### config.mk
export PLATFORM = sky130hd
export DESIGN_NAME = operand_pipe
export DESIGN_NICKNAME = d
export VERILOG_FILES = /design/src/rtl/operand_pkg.sv /design/src/rtl/operand_shifter.sv /design/src/rtl/operand_pipe.sv
export SDC_FILE = /design/constraint.sdc
export NUM_CORES = 1
export LEC_CHECK = 0
export CORE_UTILIZATION = 53
export CTS_BUF_LIST = sky130_fd_sc_hd__clkbuf_4
export DETAILED_ROUTE_END_ITERATION = 12
export PLACE_DENSITY_LB_ADDON = 0.25
export SLEW_MARGIN = 30
export SYNTH_ARGS = -nofsm -noshare
export SYNTH_HDL_FRONTEND = slang
export SYNTH_HIERARCHICAL = 1
export SYNTH_SLANG_ARGS = --single-unit
### constraint.sdc
create_clock -name clk -period 4.1 [get_ports clk]
set_input_delay 0.41 -clock clk [delete_from_list [all_inputs] [get_ports clk]]
set_output_delay 0.41 -clock clk [all_outputs]
set_load 0.1 [all_outputs]
### src/rtl/operand_pkg.sv
// rtl/operand_pkg.sv - shared types, constants and helpers for operand_pipe
// Purpose: operation-mode encoding, shifter kind selection, immediate width
//          and the immediate shift-amount helper used by operand_pipe.
// Ports:   none (package).
package operand_pkg;

  localparam int IMM_W = 21;

  typedef enum logic [3:0] {
    MODE_PASS     = 4'd0,
    MODE_IMM11    = 4'd1,
    MODE_IMM14    = 4'd2,
    MODE_IMM21    = 4'd3,
    MODE_SHRL     = 4'd4,
    MODE_SHRA     = 4'd5,
    MODE_SHL      = 4'd6,
    MODE_ZERO     = 4'd7,
    MODE_SHRL_SAR = 4'd8,
    MODE_SHRA_SAR = 4'd9,
    MODE_SHL_SAR  = 4'd10,
    MODE_SHRP     = 4'd11
  } op_mode_e;

  typedef enum logic [1:0] {
    SH_LOGIC = 2'd0,
    SH_ARITH = 2'd1,
    SH_LEFT  = 2'd2,
    SH_PAIR  = 2'd3
  } shift_kind_e;

  // The instruction encodes the complement of the shift distance in I[5+:SHW];
  // amt_field is I[10:5], and only the low SHW bits matter for the width.
  function automatic logic [5:0] calc_sh_imm(input logic [5:0] amt_field, input int width);
    logic [5:0] mask;
    logic [5:0] field;
    mask  = (width == 64) ? 6'd63 : 6'd31;
    field = amt_field & mask;
    return mask - field;
  endfunction

endpackage

### src/rtl/operand_shifter.sv
// rtl/operand_shifter.sv - combinational funnel shifter for operand_pipe
// Purpose: every shift flavour is a single 2*WIDTH-bit right shift of {hi,lo}.
// Ports:   i_hi    high word (used for pair shifts)
//          i_lo    shifted operand / low word
//          i_amt   shift amount
//          i_kind  logical, arithmetic, left or pair
//          o_result low WIDTH bits of the funnel output
module operand_shifter
  import operand_pkg::*;
#(
  parameter int WIDTH = 32
) (
  input  logic [WIDTH-1:0]         i_hi,
  input  logic [WIDTH-1:0]         i_lo,
  input  logic [$clog2(WIDTH)-1:0] i_amt,
  input  shift_kind_e              i_kind,
  output logic [WIDTH-1:0]         o_result
);

  localparam int SHW = $clog2(WIDTH);
  localparam logic [SHW:0] FULL_AMT = (SHW+1)'(WIDTH);

  logic [WIDTH-1:0] w_hi;
  logic [WIDTH-1:0] w_lo;
  logic [SHW:0]     w_amt;

  always_comb begin
    w_hi  = i_hi;
    w_lo  = i_lo;
    w_amt = {1'b0, i_amt};
    case (i_kind)
      SH_LOGIC: w_hi = '0;
      SH_ARITH: w_hi = {WIDTH{i_lo[WIDTH-1]}};
      // x << n equals the low word of {x, 0} >> (WIDTH - n); n = 0 gives x.
      SH_LEFT: begin
        w_hi  = i_lo;
        w_lo  = '0;
        w_amt = FULL_AMT - {1'b0, i_amt};
      end
      SH_PAIR: w_hi = i_hi;
    endcase
  end

  assign o_result = WIDTH'({w_hi, w_lo} >> w_amt);

endmodule

### src/rtl/operand_pipe.sv
// rtl/operand_pipe.sv - two-stage operand preparation unit for the execute path
// Purpose: builds the second ALU operand (register, immediate, shift or pair
//          shift) with a valid/ready handshake, internal SAR and tag passthrough.
// Ports:   clk, rst                  clock, async active-high reset
//          in_valid/in_ready         request handshake
//          in_mode, in_ra, in_rb,
//          in_imm, in_tag            request payload
//          sar_we, sar_wdata         SAR write port
//          out_valid/out_ready       result handshake
//          out_data, out_tag, out_err result payload
module operand_pipe
  import operand_pkg::*;
#(
  parameter int WIDTH = 32,
  parameter int TAG_W = 4
) (
  input  logic                     clk,
  input  logic                     rst,
  input  logic                     in_valid,
  output logic                     in_ready,
  input  logic [3:0]               in_mode,
  input  logic [WIDTH-1:0]         in_ra,
  input  logic [WIDTH-1:0]         in_rb,
  input  logic [IMM_W-1:0]         in_imm,
  input  logic [TAG_W-1:0]         in_tag,
  input  logic                     sar_we,
  input  logic [$clog2(WIDTH)-1:0] sar_wdata,
  output logic                     out_valid,
  input  logic                     out_ready,
  output logic [WIDTH-1:0]         out_data,
  output logic [TAG_W-1:0]         out_tag,
  output logic                     out_err
);

  localparam int SHW = $clog2(WIDTH);

  logic [SHW-1:0]   r_sar;

  logic             r_s1_valid;
  logic [3:0]       r_s1_mode;
  logic [WIDTH-1:0] r_s1_ra;
  logic [WIDTH-1:0] r_s1_rb;
  logic [IMM_W-1:0] r_s1_imm;
  logic [TAG_W-1:0] r_s1_tag;
  logic [SHW-1:0]   r_s1_amt;

  logic             r_out_valid;
  logic [WIDTH-1:0] r_out_data;
  logic [TAG_W-1:0] r_out_tag;
  logic             r_out_err;

  logic             w_s2_adv;
  logic             w_s1_adv;
  logic             w_accept;
  logic             w_use_sar;
  logic [SHW-1:0]   w_sh_imm;
  logic [SHW-1:0]   w_amt;
  shift_kind_e      w_kind;
  logic [WIDTH-1:0] w_shift;
  logic [WIDTH-1:0] w_result;
  logic             w_err;

  // Stall chain: an empty stage never blocks the one behind it.
  assign w_s2_adv = !r_out_valid || out_ready;
  assign w_s1_adv = !r_s1_valid || w_s2_adv;
  assign in_ready = w_s1_adv && !rst;
  assign w_accept = in_valid && in_ready;

  // Shift amount is resolved at acceptance so a later SAR write cannot
  // retroactively change an op already in flight.
  assign w_use_sar = (in_mode >= 4'(MODE_SHRL_SAR)) && (in_mode <= 4'(MODE_SHRP));
  assign w_sh_imm  = SHW'(calc_sh_imm(in_imm[10:5], WIDTH));
  assign w_amt     = w_use_sar ? r_sar : w_sh_imm;

  always_ff @(posedge clk or posedge rst) begin
    if (rst) begin
      r_sar <= '0;
    end else if (sar_we) begin
      r_sar <= sar_wdata;
    end
  end

  always_ff @(posedge clk or posedge rst) begin
    if (rst) begin
      r_s1_valid <= 1'b0;
      r_s1_mode  <= 4'(MODE_PASS);
      r_s1_ra    <= '0;
      r_s1_rb    <= '0;
      r_s1_imm   <= '0;
      r_s1_tag   <= '0;
      r_s1_amt   <= '0;
    end else if (w_s1_adv) begin
      r_s1_valid <= w_accept;
      if (w_accept) begin
        r_s1_mode <= in_mode;
        r_s1_ra   <= in_ra;
        r_s1_rb   <= in_rb;
        r_s1_imm  <= in_imm;
        r_s1_tag  <= in_tag;
        r_s1_amt  <= w_amt;
      end
    end
  end

  always_comb begin
    w_kind = SH_LOGIC;
    case (r_s1_mode)
      4'(MODE_SHRA), 4'(MODE_SHRA_SAR): w_kind = SH_ARITH;
      4'(MODE_SHL),  4'(MODE_SHL_SAR):  w_kind = SH_LEFT;
      4'(MODE_SHRP):                    w_kind = SH_PAIR;
      default:                          w_kind = SH_LOGIC;
    endcase
  end

  operand_shifter #(
    .WIDTH (WIDTH)
  ) u_shifter (
    .i_hi     (r_s1_ra),
    .i_lo     (r_s1_rb),
    .i_amt    (r_s1_amt),
    .i_kind   (w_kind),
    .o_result (w_shift)
  );

  always_comb begin
    w_result = '0;
    w_err    = 1'b0;
    case (r_s1_mode)
      4'(MODE_PASS):  w_result = r_s1_rb;
      4'(MODE_IMM11): w_result = {{(WIDTH-11){r_s1_imm[10]}}, r_s1_imm[10:0]};
      4'(MODE_IMM14): w_result = {{(WIDTH-14){r_s1_imm[13]}}, r_s1_imm[13:0]};
      4'(MODE_IMM21): w_result = {r_s1_imm, {(WIDTH-IMM_W){1'b0}}};
      4'(MODE_SHRL), 4'(MODE_SHRA), 4'(MODE_SHL),
      4'(MODE_SHRL_SAR), 4'(MODE_SHRA_SAR), 4'(MODE_SHL_SAR),
      4'(MODE_SHRP):  w_result = w_shift;
      4'(MODE_ZERO):  w_result = '0;
      default:        w_err    = 1'b1;
    endcase
  end

  always_ff @(posedge clk or posedge rst) begin
    if (rst) begin
      r_out_valid <= 1'b0;
      r_out_data  <= '0;
      r_out_tag   <= '0;
      r_out_err   <= 1'b0;
    end else if (w_s2_adv) begin
      r_out_valid <= r_s1_valid;
      // Bubbles leave the last payload in place rather than clobbering it.
      if (r_s1_valid) begin
        r_out_data <= w_result;
        r_out_tag  <= r_s1_tag;
        r_out_err  <= w_err;
      end
    end
  end

  assign out_valid = r_out_valid;
  assign out_data  = r_out_data;
  assign out_tag   = r_out_tag;
  assign out_err   = r_out_err;

endmodule

==> results.tsv <==
stage	metric	value	unit
outcome	status	finished, final reports clean	
floorplan	chip width	145	um
cts	hold buffers post-CTS	0	
placement	Final Wtd Congestion	0.988	
setup_path	Largest stage delay, worst path	0.56	ns
synth	Synth Register Bits	142	
sta	RSZ-0062 raised after global routing	false	
grt	largest net degree at the start of global routing	78	
cts	post_cts resized	0	
sta	final hold viol count	0	
pwr	Sw Share	53.5	%
synth	EDFF count, synth	0	
pwr	Sw Pwr	0.00465	W
cts	CTS tree	done	
route	drt total wl	39.3	mm
cts	postcts setup bufs	0	
pwr	power density cells	673	nW/um^2
synth	asr flop ratio synth	100	%
cts	Clock Tree Buf Depth	2	
cts	Clock Sinks	142	
placement	Placed Area	12600	um^2
pwr	Clk pwr share	10.8	%
synth	Post-Synth XOR/XNOR Area	0.403	%
setup_path	CP endpoint kind	register	
placement	input/output buffers	141	
setup_path	most frequent CP cell	mux2i_1	
pwr	Flop pwr share	24.0	%
synth	ys flop type	dfrtp_1	
grt	gr usage total	37.7	%
pwr	Pleak	5.19	nW
synth	Synth Area per Inst	10.0	um^2
worst_hold_path	Hold Crit Class	input port to async pin	
synth	Mapped Nets	1187	
floorplan	core box area	20200	um^2
setup_path	worst-path cell chain	nand2b_1 -> nor2_1 -> o21a_1 -> buf_12 -> mux2_2 -> a21oi_1 -> mux2i_1 -> mux2i_1 -> mux2i_1 -> a2111oi_1 -> buf_4 -> a21oi_1 -> a221oi_2 -> nor2_1	
sta	Setup-failing EPs final	0	
layout	multi-input logic area	6740	um^2
grt	first-pass GRT wire length	59.3	mm
layout	fin util	64.0	%
placement	placed cells	1450	
synth	sequential fraction of the synthesis area	32.7	%
layout	NumNets Final	1304	
route	WL/cell	26.5	um
synth	dominant combinational cell family by area after synthesis	multiplexers	
setup_path	Buf/Inv on CP	2	
floorplan	I/O Pins	142	
layout	register area	3550	um^2
sta	slew margin rel.	32.7	%
setup_path	Slowest-stage cell, CP	a2111oi_1	
cts	CTS clock-pin slew for the worst setup and hold paths	0.15	ns
setup_path	R2R cell count	14	
synth	post-synthesis compound-gate area fraction	21.4	%
grt	initial antenna violation count	1	
floorplan	num rows	52	
layout	P&R area growth vs syn	18.9	%
route	Vias/cell	6.78	
sta	measured slew at the worst slew-check pin	1.01	ns
pwr	combinational share of power	65.2	%
synth	multiplexer area fraction after synthesis	29.0	%
synth	Yosys warning count	6	
pwr	Max VDD drop	0.352	mV
layout	Design Area, Final	12900	um^2
layout	final std cells w/o fill	1484	
route	Residual DRC	0	
route	antenna viol nets, final	0	
sta	setup_tns	0	ns
setup_path	Critical Path RT	4.58	ns
setup_path	critical path depth	14	
cts	CTS Buf Count	17	
synth	Post-Synth Simple-Gate Area	10.5	%
setup_path	Arrival @ worst endpoint	4.40	ns
route	1st-iter DRT viols	1302	
synth	Syn Std Cell Area	10900	um^2
floorplan	DIE HEIGHT	145	um
setup_path	type of the worst setup path	register to register	
cts	H-tree depth	4	
layout	fraction of layout cells with a size suffix above 1	26.1	%
route	Pre-Repair DR Iteration Count	6	
grt	GRT overflow	0	
cts	Clk Latency, worst-skew pair	0.60	ns
run	max cap viols	0	
synth	Netlist cell types	75	
cts	Root Buffer	clkbuf_4	
floorplan	Die Area	21100	um^2
route	total number of vias	10067	
setup_path	crit-path max FO	35	
sta	Clock Skew	0.0535	ns
sta	worst hold slack	0.236	ns
synth	adder-cell share of the synthesized area	0.115	%
layout	commonest cells after routing, fill and taps aside	clkdlybuf4s50_1, dfrtp_1, mux2_2	
synth	Mapped Cells	1083	
placement	post-DP HPWL	29.7	mm
sta	max-slew violation count	0	
layout	# fillers	1627	
setup_path	crit-path leading delay family	compound AO/OA/AOI/OAI gates	
sta	Tmin final	3.92	ns
sta	fmax	255	MHz
setup_path	Worst setup SP type	register	
floorplan	Initial Util	53.9	%
sta	final worst-path cycle share	95.6	%
pwr	Int Power	0.00404	W
grt	vias in the first global route	9564	
layout make-up:
type | count | share of cell area [%]
antenna | 1 | 0.0194
clock buffer | 17 | 0.988
clock inverter | 15 | 1.16
inverter | 7 | 0.233
multi-input combinational | 829 | 52.2
sequential | 142 | 27.5
tap | 270 | 2.62
timing repair buffer | 203 | 15.2
synthesized netlist by cell type, drive strengths merged (5+ instances only):
cell | instances | area, um^2
nand3 | 37 | 185
mux2i | 56 | 561
o211ai | 9 | 67.6
a211oi | 15 | 128
nor2b | 9 | 63.8
mux2 | 144 | 1640
nand2 | 91 | 347
a21o | 13 | 105
mux4 | 42 | 950
o21ai | 52 | 260
nor3 | 10 | 50.1
a221oi | 18 | 220
o22ai | 29 | 181
dfrtp | 142 | 3550
o221ai | 7 | 67.6
a22oi | 20 | 150
or3 | 5 | 31.3
inv | 7 | 26.3
buf | 80 | 509
a31oi | 13 | 81.3
a21oi | 102 | 563
clkbuf | 25 | 93.8
a22o | 11 | 96.3
a2bb2oi | 16 | 140
and3 | 11 | 68.8
nor2 | 63 | 239
per-layer routing:
layer	vias to the layer above	wire [um]	track usage, %
met5	-	0	0
met4	0	1320	14.2
met3	100	4580	12.3
met2	669	17000	53.3
met1	4914	16400	53.4
li1	4384	-	-
sequential cells by signal, indices dropped and copies added, names as in the netlist, 4 cells and up:
register	count
out_data	32
r_s1_ra	32
r_s1_rb	32
r_s1_imm	21
r_s1_amt	5
r_sar	5
out_tag	4
r_s1_mode	4
r_s1_tag	4
metrics by stage:
stage,worst slack [ns],total power (W)
finish,0.180,0.00869
global route,0.0285,0.00903
CTS,0.194,0.00854
detailed placement,0.197,0.00760
global placement,0.287,0.00760
floorplan,0.518,0.00590
power groups by stage:
| stage | clock [W] | combinational [W] | sequential (W) |
|---|---|---|---|
| floorplan | 0 | 0.00288 | 0.00302 |
| global placement | 0 | 0.00551 | 0.00209 |
| detailed placement | 0 | 0.00550 | 0.00210 |
| CTS | 0.000950 | 0.00552 | 0.00207 |
| global route | 0.00101 | 0.00591 | 0.00212 |
| finish | 0.000937 | 0.00566 | 0.00209 |
cells by family (layout without fill, tap and decap cells):
family / Yosys count / in the layout
AOI/OAI and AO/OA: 333 / 333
other: 0 / 1
xor gates and xnor gates: 5 / 5
and+or+nand+nor: 248 / 248
muxes: 242 / 242
adders and majority gates: 1 / 1
buffers and inverters: 112 / 242
DFF: 142 / 142
worst paths after layout:
check | from | endpoint | slack [ns]
setup / recovery | r_s1_mode[3] | out_data[3] | 0.18
hold / removal | rst | out_valid | 0.24
min in group clk | in_tag[2] | r_s1_tag[2] | 0.41
max in group asynchronous | rst | out_data[8] | 2.97
setup reg to reg | r_s1_mode[3] | out_data[3] | 0.18
hold reg to reg | r_s1_tag[1] | out_tag[1] | 0.49
(Power assumes the default switching activity.)
